<file path="config.mk">
export PLATFORM = sky130hd
export DESIGN_NAME = neuron_accum_reg_flat
export DESIGN_NICKNAME = d
export VERILOG_FILES = /design/src/rtl/neuron_accum_reg_pkg.sv /design/src/rtl/neuron_accum_reg_if.sv /design/src/rtl/neuron_accum_reg_refract_timer.sv /design/src/rtl/neuron_accum_reg.sv /design/src/flat_wrapper.sv
export SDC_FILE = /design/constraint.sdc
export NUM_CORES = 1
export LEC_CHECK = 0
export CAP_MARGIN = 20
export CORE_MARGIN = 5
export CORE_UTILIZATION = 44
export DETAILED_ROUTE_END_ITERATION = 8
export DONT_BUFFER_PORTS = 1
export SYNTH_ARGS = -nofsm -noshare
export SYNTH_HDL_FRONTEND = slang
export SYNTH_SLANG_ARGS = --single-unit
</file>
<file path="constraint.sdc">
create_clock -name clk -period 4.2 [get_ports clk]
set_input_delay 1.05 -clock clk [delete_from_list [all_inputs] [get_ports clk]]
set_output_delay 1.05 -clock clk [all_outputs]
set_load 0.005 [all_outputs]
</file>
<file path="src/rtl/neuron_accum_reg_pkg.sv">
// Shared types and helpers for the neuron membrane-potential register.
package neuron_pkg;

  localparam int NEURON_W = 8;

  typedef enum logic [1:0] {INTEG, FIRE, REFRACT} neuron_state_t;

  // A carry out of the adder means the true sum overflowed, so clamp to full scale.
  function automatic logic [NEURON_W-1:0] sat_sum(input logic [NEURON_W-1:0] sum,
                                                  input logic                cout);
    return cout ? '1 : sum;
  endfunction

endpackage

</file>
<file path="src/rtl/neuron_accum_reg_if.sv">
// Adder-result handshake between the ripple adder (master) and the neuron register (slave).
interface neuron_accum_reg_if import neuron_pkg::*; #(
  parameter int WIDTH = NEURON_W
) ();

  logic             sum_vld;
  logic [WIDTH-1:0] sum;
  logic             cout;
  logic             sum_rdy;

  modport master (output sum_vld, sum, cout, input sum_rdy);
  modport slave  (input sum_vld, sum, cout, output sum_rdy);

endinterface

</file>
<file path="src/rtl/neuron_accum_reg_refract_timer.sv">
// Loadable down-counter timing the refractory window; done flags the last cycle.
module refract_timer #(
  parameter int W = 8
) (
  input  logic         clk,
  input  logic         rst,
  input  logic         load,
  input  logic [W-1:0] load_val,
  input  logic         en,
  output logic [W-1:0] cnt,
  output logic         done
);

  always_ff @(posedge clk) begin
    if (rst)                  cnt <= '0;
    else if (load)            cnt <= load_val;
    else if (en && cnt != '0) cnt <= cnt - W'(1);
  end

  assign done = (cnt == W'(1));

endmodule

</file>
<file path="src/rtl/neuron_accum_reg.sv">
// Integrate-and-fire membrane register with saturation, one-cycle spike and refractory window.
// Optional leak enabled by defining NEURON_LEAK_EN.
module neuron_accum_reg import neuron_pkg::*; #(
  parameter int WIDTH       = NEURON_W,
  parameter int THRESH      = 200,
  parameter int V_RESET     = 0,
  parameter int REFRACT_CYC = 4,
  parameter int LEAK_SHIFT  = 3
) (
  input  logic               clk,
  input  logic               rst,
  neuron_accum_reg_if.slave  bus,
  input  logic               leak_tick,
  output logic [WIDTH-1:0]   vmem,
  output logic               spike,
  output logic               refract,
  output logic [7:0]         spike_cnt
);

  if (THRESH > (1 << WIDTH) - 1) begin : g_bad_thresh
    $error("neuron_accum_reg: THRESH %0d exceeds %0d-bit range", THRESH, WIDTH);
  end
  if (WIDTH != NEURON_W) begin : g_bad_width
    $error("neuron_accum_reg: WIDTH %0d must match adder width %0d", WIDTH, NEURON_W);
  end

  localparam logic [WIDTH-1:0] TH_V  = THRESH[WIDTH-1:0];
  localparam logic [WIDTH-1:0] VRST  = V_RESET[WIDTH-1:0];
  localparam logic [7:0]       RC_V  = REFRACT_CYC[7:0];

  neuron_state_t    state, state_d;
  logic [WIDTH-1:0] vmem_d, nxt;
  logic             spike_d, fire_done, xfer, rdone;
  logic [7:0]       rcnt;

  logic unused_leak;
  assign unused_leak = leak_tick ^ LEAK_SHIFT[0];

  assign bus.sum_rdy = (state == INTEG) && !rst;
  assign xfer        = bus.sum_vld && bus.sum_rdy;
  assign nxt         = sat_sum(bus.sum, bus.cout);
  assign refract     = (state == REFRACT);

  always_comb begin
    state_d   = state;
    vmem_d    = vmem;
    spike_d   = 1'b0;
    fire_done = 1'b0;
    case (state)
      INTEG: begin
        if (xfer) begin
          vmem_d = nxt;
          if (nxt >= TH_V) begin
            state_d = FIRE;
            spike_d = 1'b1;
          end
        end
`ifdef NEURON_LEAK_EN
        // Leak only when no transfer arrives; it can only lower vmem, so it never fires.
        else if (leak_tick) begin
          vmem_d = vmem - (vmem >> LEAK_SHIFT);
        end
`endif
      end
      FIRE: begin
        vmem_d    = VRST;
        fire_done = 1'b1;
        state_d   = (REFRACT_CYC == 0) ? INTEG : REFRACT;
      end
      REFRACT: begin
        if (rdone) state_d = INTEG;
      end
      default: state_d = INTEG;
    endcase
  end

  always_ff @(posedge clk) begin
    if (rst) begin
      state     <= INTEG;
      vmem      <= VRST;
      spike     <= 1'b0;
      spike_cnt <= '0;
    end else begin
      state <= state_d;
      vmem  <= vmem_d;
      spike <= spike_d;
      if (fire_done) spike_cnt <= spike_cnt + 8'd1;
    end
  end

  refract_timer #(.W(8)) u_timer (
    .clk      (clk),
    .rst      (rst),
    .load     (fire_done),
    .load_val (RC_V),
    .en       (refract),
    .cnt      (rcnt),
    .done     (rdone)
  );

endmodule

</file>
<file path="src/flat_wrapper.sv">
// flat-port wrapper written by rule: the top's interface ports become plain ports
module neuron_accum_reg_flat import neuron_pkg::*;
#(
  parameter int WIDTH       = NEURON_W,
  parameter int THRESH      = 200,
  parameter int V_RESET     = 0,
  parameter int REFRACT_CYC = 4,
  parameter int LEAK_SHIFT  = 3
)
  (clk, rst, leak_tick, vmem, spike, refract, spike_cnt, bus_sum_vld, bus_sum, bus_cout, bus_sum_rdy);
  neuron_accum_reg_if #(.WIDTH(WIDTH)) bus_i ();
  input  logic clk;
  input  logic rst;
  input  logic leak_tick;
  output logic [WIDTH-1:0] vmem;
  output logic spike;
  output logic refract;
  output logic [7:0] spike_cnt;
  input wire logic [$bits(bus_i.sum_vld)-1:0] bus_sum_vld;
  input wire logic [$bits(bus_i.sum)-1:0] bus_sum;
  input wire logic [$bits(bus_i.cout)-1:0] bus_cout;
  output wire logic [$bits(bus_i.sum_rdy)-1:0] bus_sum_rdy;
  assign bus_i.sum_vld = bus_sum_vld;
  assign bus_i.sum = bus_sum;
  assign bus_i.cout = bus_cout;
  assign bus_sum_rdy = bus_i.sum_rdy;
  neuron_accum_reg #(.WIDTH(WIDTH), .THRESH(THRESH), .V_RESET(V_RESET), .REFRACT_CYC(REFRACT_CYC), .LEAK_SHIFT(LEAK_SHIFT)) u_core (.clk(clk), .rst(rst), .bus(bus_i), .leak_tick(leak_tick), .vmem(vmem), .spike(spike), .refract(refract), .spike_cnt(spike_cnt));
endmodule
</file>
==> summary.md, run 1 <==
| Metric | Value |
|---|---|
| Status | finished clean |
| Fin. Hold Viols | 0 |
| Ports | 32 |
| Antenna Nets Post-Route | 0 |
| Critical path, cell by cell | nor3_1 |
| Fin Clk Skew | 0.00716 ns |
| Worst setup endpoint | bus_sum_rdy |
| Critical path's top delay family | simple AND/OR/NAND/NOR gates |
| Post-synth ARST share | 0% |
| Worst Path Required | 3.15 ns |
| Crit path launch type | input pin |
| Worst r2r src | u_core.state[0] |
| Layout area overhead | 2.74% |
| TritonCTS sink count | 27 |
| First-pass GRT wire length | 3830 um |
| Critical Path Max Stage Delay | 0.24 ns |
| Post-Syn Nets | 150 |
| Gpl congestion | 0.717 |
| H-tree levels | 1 |
| Core Region | 2710 um^2 |
| Max VDD drop | 0.214 mV |
| Core Rows | 19 |
| Yosys top cell area share | 43.9% |
| Gr usage total | 11.6% |
| Setup TNS | 0 ns |
| Longest Clk Path Bufs | 2 |
| Clock-pin slew on the worst setup and hold paths | 0.15 ns |
| Vias per std cell | 5.44 |
| Yosys Warn Count | 0 |
| FF-to-FF End | u_core.u_timer.cnt[0] |
| Crit path buf inv count | 0 |
| Critical Path Sink Type | primary output |
| Nets | 148 |
| Primary FF master, synth | dfxtp_1 |
| Worst-Margin Slew | 0.662 ns |
| Hold crit path type | flip-flop to flip-flop |
| Worst skew pair latency | 0.33 ns |
| MaxCap Viol Count | 0 |
| Final Critical Period | 2.34 ns |
| Commonest cells in the netlist | nor2_1, dfxtp_1 |
| CP Depth | 1 |
| Fmax | 427 MHz |
| Die width | 62.9 um |
| DR vias | 881 |
| Share of layout cells above drive strength 1 | 11.5% |
| DRC violations left | 0 |
| Post-synthesis cell count | 134 |
| Crit path DAT | 1.29 ns |
| Synth unique cells | 40 |
| #FFs+latches synth | 27 |
| Dpl ws | 1.84 ns |
| Area contributors post-synth | dfxtp_1, nor2_1, a211oi_2 |
| Leakage | 0.443 nW |
| Worst setup slack after layout | 1.86 ns |
| Crit Path Class | input pin to primary output |
| Syn Std Cell Area | 1230 um^2 |
| Congestion Overflow GR | 0 |
| Die footprint | 3960 um^2 |
| Count leader, synth | nor2_1 |
| Root buf cell | clkbuf_4 |
| Final Max Slew Viols | 0 |
| CP max FO | 12 |
| Initial core utilization | 45.5% |
| CTS resizes | 0 |
| Initial antenna violation count | 0 |
| Area leader, netlist | dfxtp_1 |
| Syn Area/Cell | 9.20 um^2 |
| Pwr dens | 341 nW/um^2 |
| WL final | 2240 um |
| Critical path launch point | rst |
| CTS tree | yes |
| Vias in the first global route | 839 |
| PortBufs | 0 |
| Seq/Total Area, Yosys | 43.9% |
| Util after Layout | 46.7% |
| # setup viols final | 0 |
| RSZ-0062 raised after global routing | no |
| Number of DRC markers in iteration 0 | 35 |
| Ant. Diodes | 0 |
| First-pass DRT Iterations | 4 |
| Routed WL per cell | 13.8 um |
| Post-CTS Setup Bufs | 0 |
| CTS Buf Count | 3 |
| Worst Reg-to-Reg Cells | 3 |
| Die Height | 62.9 um |
| Largest net degree at the start of global routing | 19 |
| CTS Hold Bufs | 0 |
| Slew HR | 55.8% |
| Worst path slowest cell | nor3_1 |
| Period utilization | 55.8% |
| Post-DP HPWL | 1690 um |
| Reg2reg setup slack | 2.36 ns |
| Post-synth EDFFs | 0 |
-- routing by layer --
metal | routed length [um] | global-route usage [%] | share of wire [%]
met3 | 177 | 4.86 | 7.9
met1 | 980 | 12.8 | 44
met5 | 0 | 0 | 0
met4 | 22 | 4.77 | 0.98
met2 | 1060 | 19.5 | 47
-- layout by cell type, fill, tap and decap left out, drive strengths merged, types with 3 or more instances in the layout --
cell / n
ha: 3
xor2: 5
inv: 3
clkbuf: 3
xnor2: 5
a21oi: 4
nand2: 5
nand4: 3
and3: 3
dfxtp: 27
a211oi: 9
nor2: 35
-- flip-flops by register name, indices dropped and copies added, names as in the netlist --
signal and count:
u_core.spike_cnt 8, u_core.u_timer.cnt 8, u_core.vmem 8, u_core.state 2, u_core.spike 1
-- through the flow --
step / hold slack (ns) / instances / area (um^2) / total power, mW
2_1_floorplan: 0.485 / 134 / 1230 / 0.319
3_3_place_gp: 0.506 / 158 / 1240 / 0.321
3_5_place_dp: 0.513 / 158 / 1240 / 0.323
4_1_cts: 0.533 / 162 / 1270 / 0.442
5_1_grt: 0.556 / 162 / 1270 / 0.461
6_report: 0.531 / 162 / 1270 / 0.432
-- layout make-up --
class	count	area, um^2
clock inverter	1	7.51
tap	31	38.8
fill	285	1440
inverter	3	11.3
sequential	27	541
multi-input combinational	97	646
clock buffer	3	22.5
-- where the power goes --
part           leakage [nW]  switching, mW  total (mW)  internal, mW
combinational         0.209         0.0236      0.0410        0.0174
sequential            0.219        0.00917       0.275         0.266
clock                0.0139         0.0792       0.116        0.0365
total                 0.443          0.112       0.432         0.320
-- worst min-delay path, delay by kind of cell (launching register included) --
family,cells,cell delay (ns)
simple gates,1,0.10
flops,1,0.35
compound gates,1,0.05
-- cells by family after synthesis --
logic type,count (synthesis),share of synthesized area (%)
buffers and inverters,10,3.76
flip-flops,27,43.9
AND/OR/NAND/NOR,62,27.0
XOR/XNOR,10,7.11
adder cells (fa/ha/maj),3,3.05
AO/OA/AOI/OAI,20,13.6
multiplexers,2,1.62
-- how the worst min path moves through the flow --
| stage | from | endpoint | slack, ns | cells after the start |
|---|---|---|---|---|
| 3_5_place_dp | u_core.vmem[2] | u_core.vmem[2] | 0.51 | 2 |
| 6_report | u_core.vmem[2] | u_core.vmem[2] | 0.53 | 2 |
| 3_3_place_gp | u_core.u_timer.cnt[7] | u_core.u_timer.cnt[7] | 0.51 | 2 |
| 4_1_cts | u_core.vmem[2] | u_core.vmem[2] | 0.53 | 2 |
| 2_1_floorplan | u_core.u_timer.cnt[3] | u_core.u_timer.cnt[3] | 0.48 | 2 |
| 5_1_grt | u_core.u_timer.cnt[1] | u_core.u_timer.cnt[1] | 0.56 | 2 |
Note: power is estimated with default switching activity, not from simulation.
==> inputs of run 2 (changes only) <==
- clock period: 4.2 -> 1.92 ns (I/O delays scaled with it)
==> run 2 against run 1 <==
Against the previous run:
- clock skew is 0.0033 ns lower
- count of clock-buffer cells in the layout is 1 higher
- largest power group unchanged
- highest routed layer unchanged
- die area stayed put
==> summary.md, run 2 (synthesis gave the netlist of run 1 again) <==
| Metric | Value |
|---|---|
| Status | finished clean |
| Leakage | 0.459 nW (+3.7%) |
| Core Region | 2710 um^2 (unchanged) |
| Setup TNS | 0 ns (unchanged) |
| Initial antenna violation count | 0 (unchanged) |
| DRC violations left | 0 (unchanged) |
| Fin Clk Skew | 0.00384 ns (-0.00332 ns) |
| Gpl congestion | 0.776 (+8.1%) |
| Die footprint | 3960 um^2 (unchanged) |
| Hold crit path type | input pin to flip-flop |
| Crit path launch type | flip-flop |
| Core Rows | 19 (unchanged) |
| Largest net degree at the start of global routing | 19 (unchanged) |
| Worst setup slack after layout | 0.258 ns (-1.60 ns) |
| Placed instance count | 161 (+1.9%) |
| WHS Path Cells | 1 (-1) |
| Post-CTS Setup Bufs | 0 (unchanged) |
| Biggest regs | u_core.spike_cnt x8, u_core.u_timer.cnt x8, u_core.vmem x8 |
| Root buf cell | clkbuf_4 |
| Crit Path Class | flip-flop to flip-flop |
| Die width | 62.9 um (unchanged) |
| Worst path slowest cell | a311oi_1 |
| Most common cell after layout, fill and taps aside | nor2_1 |
| Die Height | 62.9 um (unchanged) |
| Critical Path Sink Type | flip-flop |
| Longest Clk Path Bufs | 2 (unchanged) |
| Hold path endpoint | u_core.spike_cnt[4] |
| Post-DP HPWL | 1720 um (+1.4%) |
| Routed WL per cell | 13.7 um (-1.3%) |
| Layout fillers | 282 (-1.1%) |
| Critical Path Max Stage Delay | 0.48 ns (+0.24 ns) |
| Max VDD drop | 0.472 mV (+120%) |
| Crit path DAT | 1.91 ns (+0.62 ns) |
| Multi-input gate area | 646 um^2 (unchanged) |
| Antenna Nets Post-Route | 0 (unchanged) |
| Nets | 151 (+2.0%) |
| First-pass DRT Iterations | 4 (unchanged) |
| Vias per std cell | 5.50 (+1.2%) |
| Congestion Overflow GR | 0 (unchanged) |
| Worst Path Required | 2.17 ns (-0.98 ns) |
| MaxCap Viol Count | 0 (unchanged) |
| Reg2reg setup slack | 0.26 ns (-2.10 ns) |
| CTS Hold Bufs | 0 (unchanged) |
| WL final | 2250 um (+0.54%) |
| Non-Filler Instances | 165 (+1.9%) |
| Most frequent cells in the layout | nor2_1, dfxtp_1 |
| Fin. Hold Viols | 0 (unchanged) |
| Period utilization | 86.6% |
| Vias in the first global route | 847 (+0.95%) |
| Ant. Diodes | 0 (unchanged) |
| Final Max Slew Viols | 0 (unchanged) |
| Initial core utilization | 45.5% (unchanged) |
| Fmax | 602 MHz |
| Pwr dens | 733 nW/um^2 (+110%) |
| Worst skew pair latency | 0.32 ns (about the same) |
| Final Critical Period | 1.66 ns |
| CTS resizes | 0 (unchanged) |
| CP max FO | 6 (-6) |
| First-pass GRT wire length | 3800 um (-0.89%) |
| Clock-pin slew on the worst setup and hold paths | 0.14 ns (about the same) |
| Critical path, cell by cell | inv_1, ha_1, a311oi_1, nor2_1, a211oi_1 |
| FF-to-FF End | u_core.u_timer.cnt[1] |
| # setup viols final | 0 (unchanged) |
| Number of DRC markers in iteration 0 | 45 (+29%) |
| H-tree levels | 1 (unchanged) |
| TritonCTS sink count | 27 (unchanged) |
| Reg area | 541 um^2 (unchanged) |
| Gr usage total | 11.5% (-0.098 points) |
| Ports | 32 (unchanged) |
| Dpl ws | 0.280 ns (-1.55 ns) |
| Layout area overhead | 4.26% |
| RSZ-0062 raised after global routing | no |
| Worst r2r src | u_core.u_timer.cnt[0] |
| HP Start | rst |
| Share of layout cells above drive strength 1 | 12.7% (+1.2 points) |
| Worst Reg-to-Reg Cells | 5 (+2) |
| Slew HR | 64.0% (+8.3 points) |
| CTS tree | yes |
| PnR Total Power | 0.942 mW (+120%) |
| DR vias | 908 (+3.1%) |
| PortBufs | 0 (unchanged) |
| Worst-Margin Slew | 0.536 ns (-0.127 ns) |
| CTS Buf Count | 3 (unchanged) |
| Worst hold slack | 0.201 ns (-0.329 ns) |
## run 2: worst max-delay path by stage
stage | slack, ns | from | end | depth (start not counted)
2_1_floorplan | 0.46 | u_core.u_timer.cnt[0] | u_core.u_timer.cnt[6] | 6
3_3_place_gp | 0.35 | u_core.u_timer.cnt[0] | u_core.u_timer.cnt[6] | 6
3_5_place_dp | 0.28 | u_core.u_timer.cnt[0] | u_core.u_timer.cnt[1] | 5
4_1_cts | 0.24 | u_core.u_timer.cnt[0] | u_core.u_timer.cnt[1] | 5
5_1_grt | 0.11 | u_core.u_timer.cnt[0] | u_core.u_timer.cnt[1] | 5
6_report | 0.26 | u_core.u_timer.cnt[0] | u_core.u_timer.cnt[1] | 5
## run 2: area by class of cell
cell class	instances	share of cell area, %
Clock buffer	4	2.04
Inverter	3	0.876
Multi-Input combinational cell	97	50.2
Sequential cell	27	42.1
Tap cell	31	3.02
Timing Repair Buffer	3	1.75
## run 2: critical path: cells and delay by family (launching register included)
family                     cells  cell delay, ns
AOI/OAI and AO/OA              2            0.72
adders and majority gates      1            0.27
buffers and inverters          1            0.06
DFF                            1            0.43
and+or+nand+nor                1            0.09
## run 2: per-layer routing
layer | vias to the layer above | routed length (um) | global-route usage (%)
li1 | 462 | - | -
met1 | 423 | 992 | 13.3
met2 | 21 | 1070 | 18.8
met3 | 2 | 181 | 5.58
met4 | 0 | 10 | 3.18
met5 | - | 0 | 0
## run 2: power by group
| group | switching (mW) | leakage (nW) | internal, mW |
|---|---|---|---|
| registers | 0.0199 | 0.219 | 0.582 |
| clock network | 0.163 | 0.0150 | 0.0814 |
| logic | 0.0529 | 0.225 | 0.0433 |
| total | 0.236 | 0.459 | 0.707 |
## run 2: through the flow
step                      utilization [%]  cell area (um^2)
after global routing                 47.4              1280
after CTS                            47.4              1280
after detailed placement             46.4              1260
after floorplan                         -              1230
after global placement               46.4              1260
final                                47.4              1280
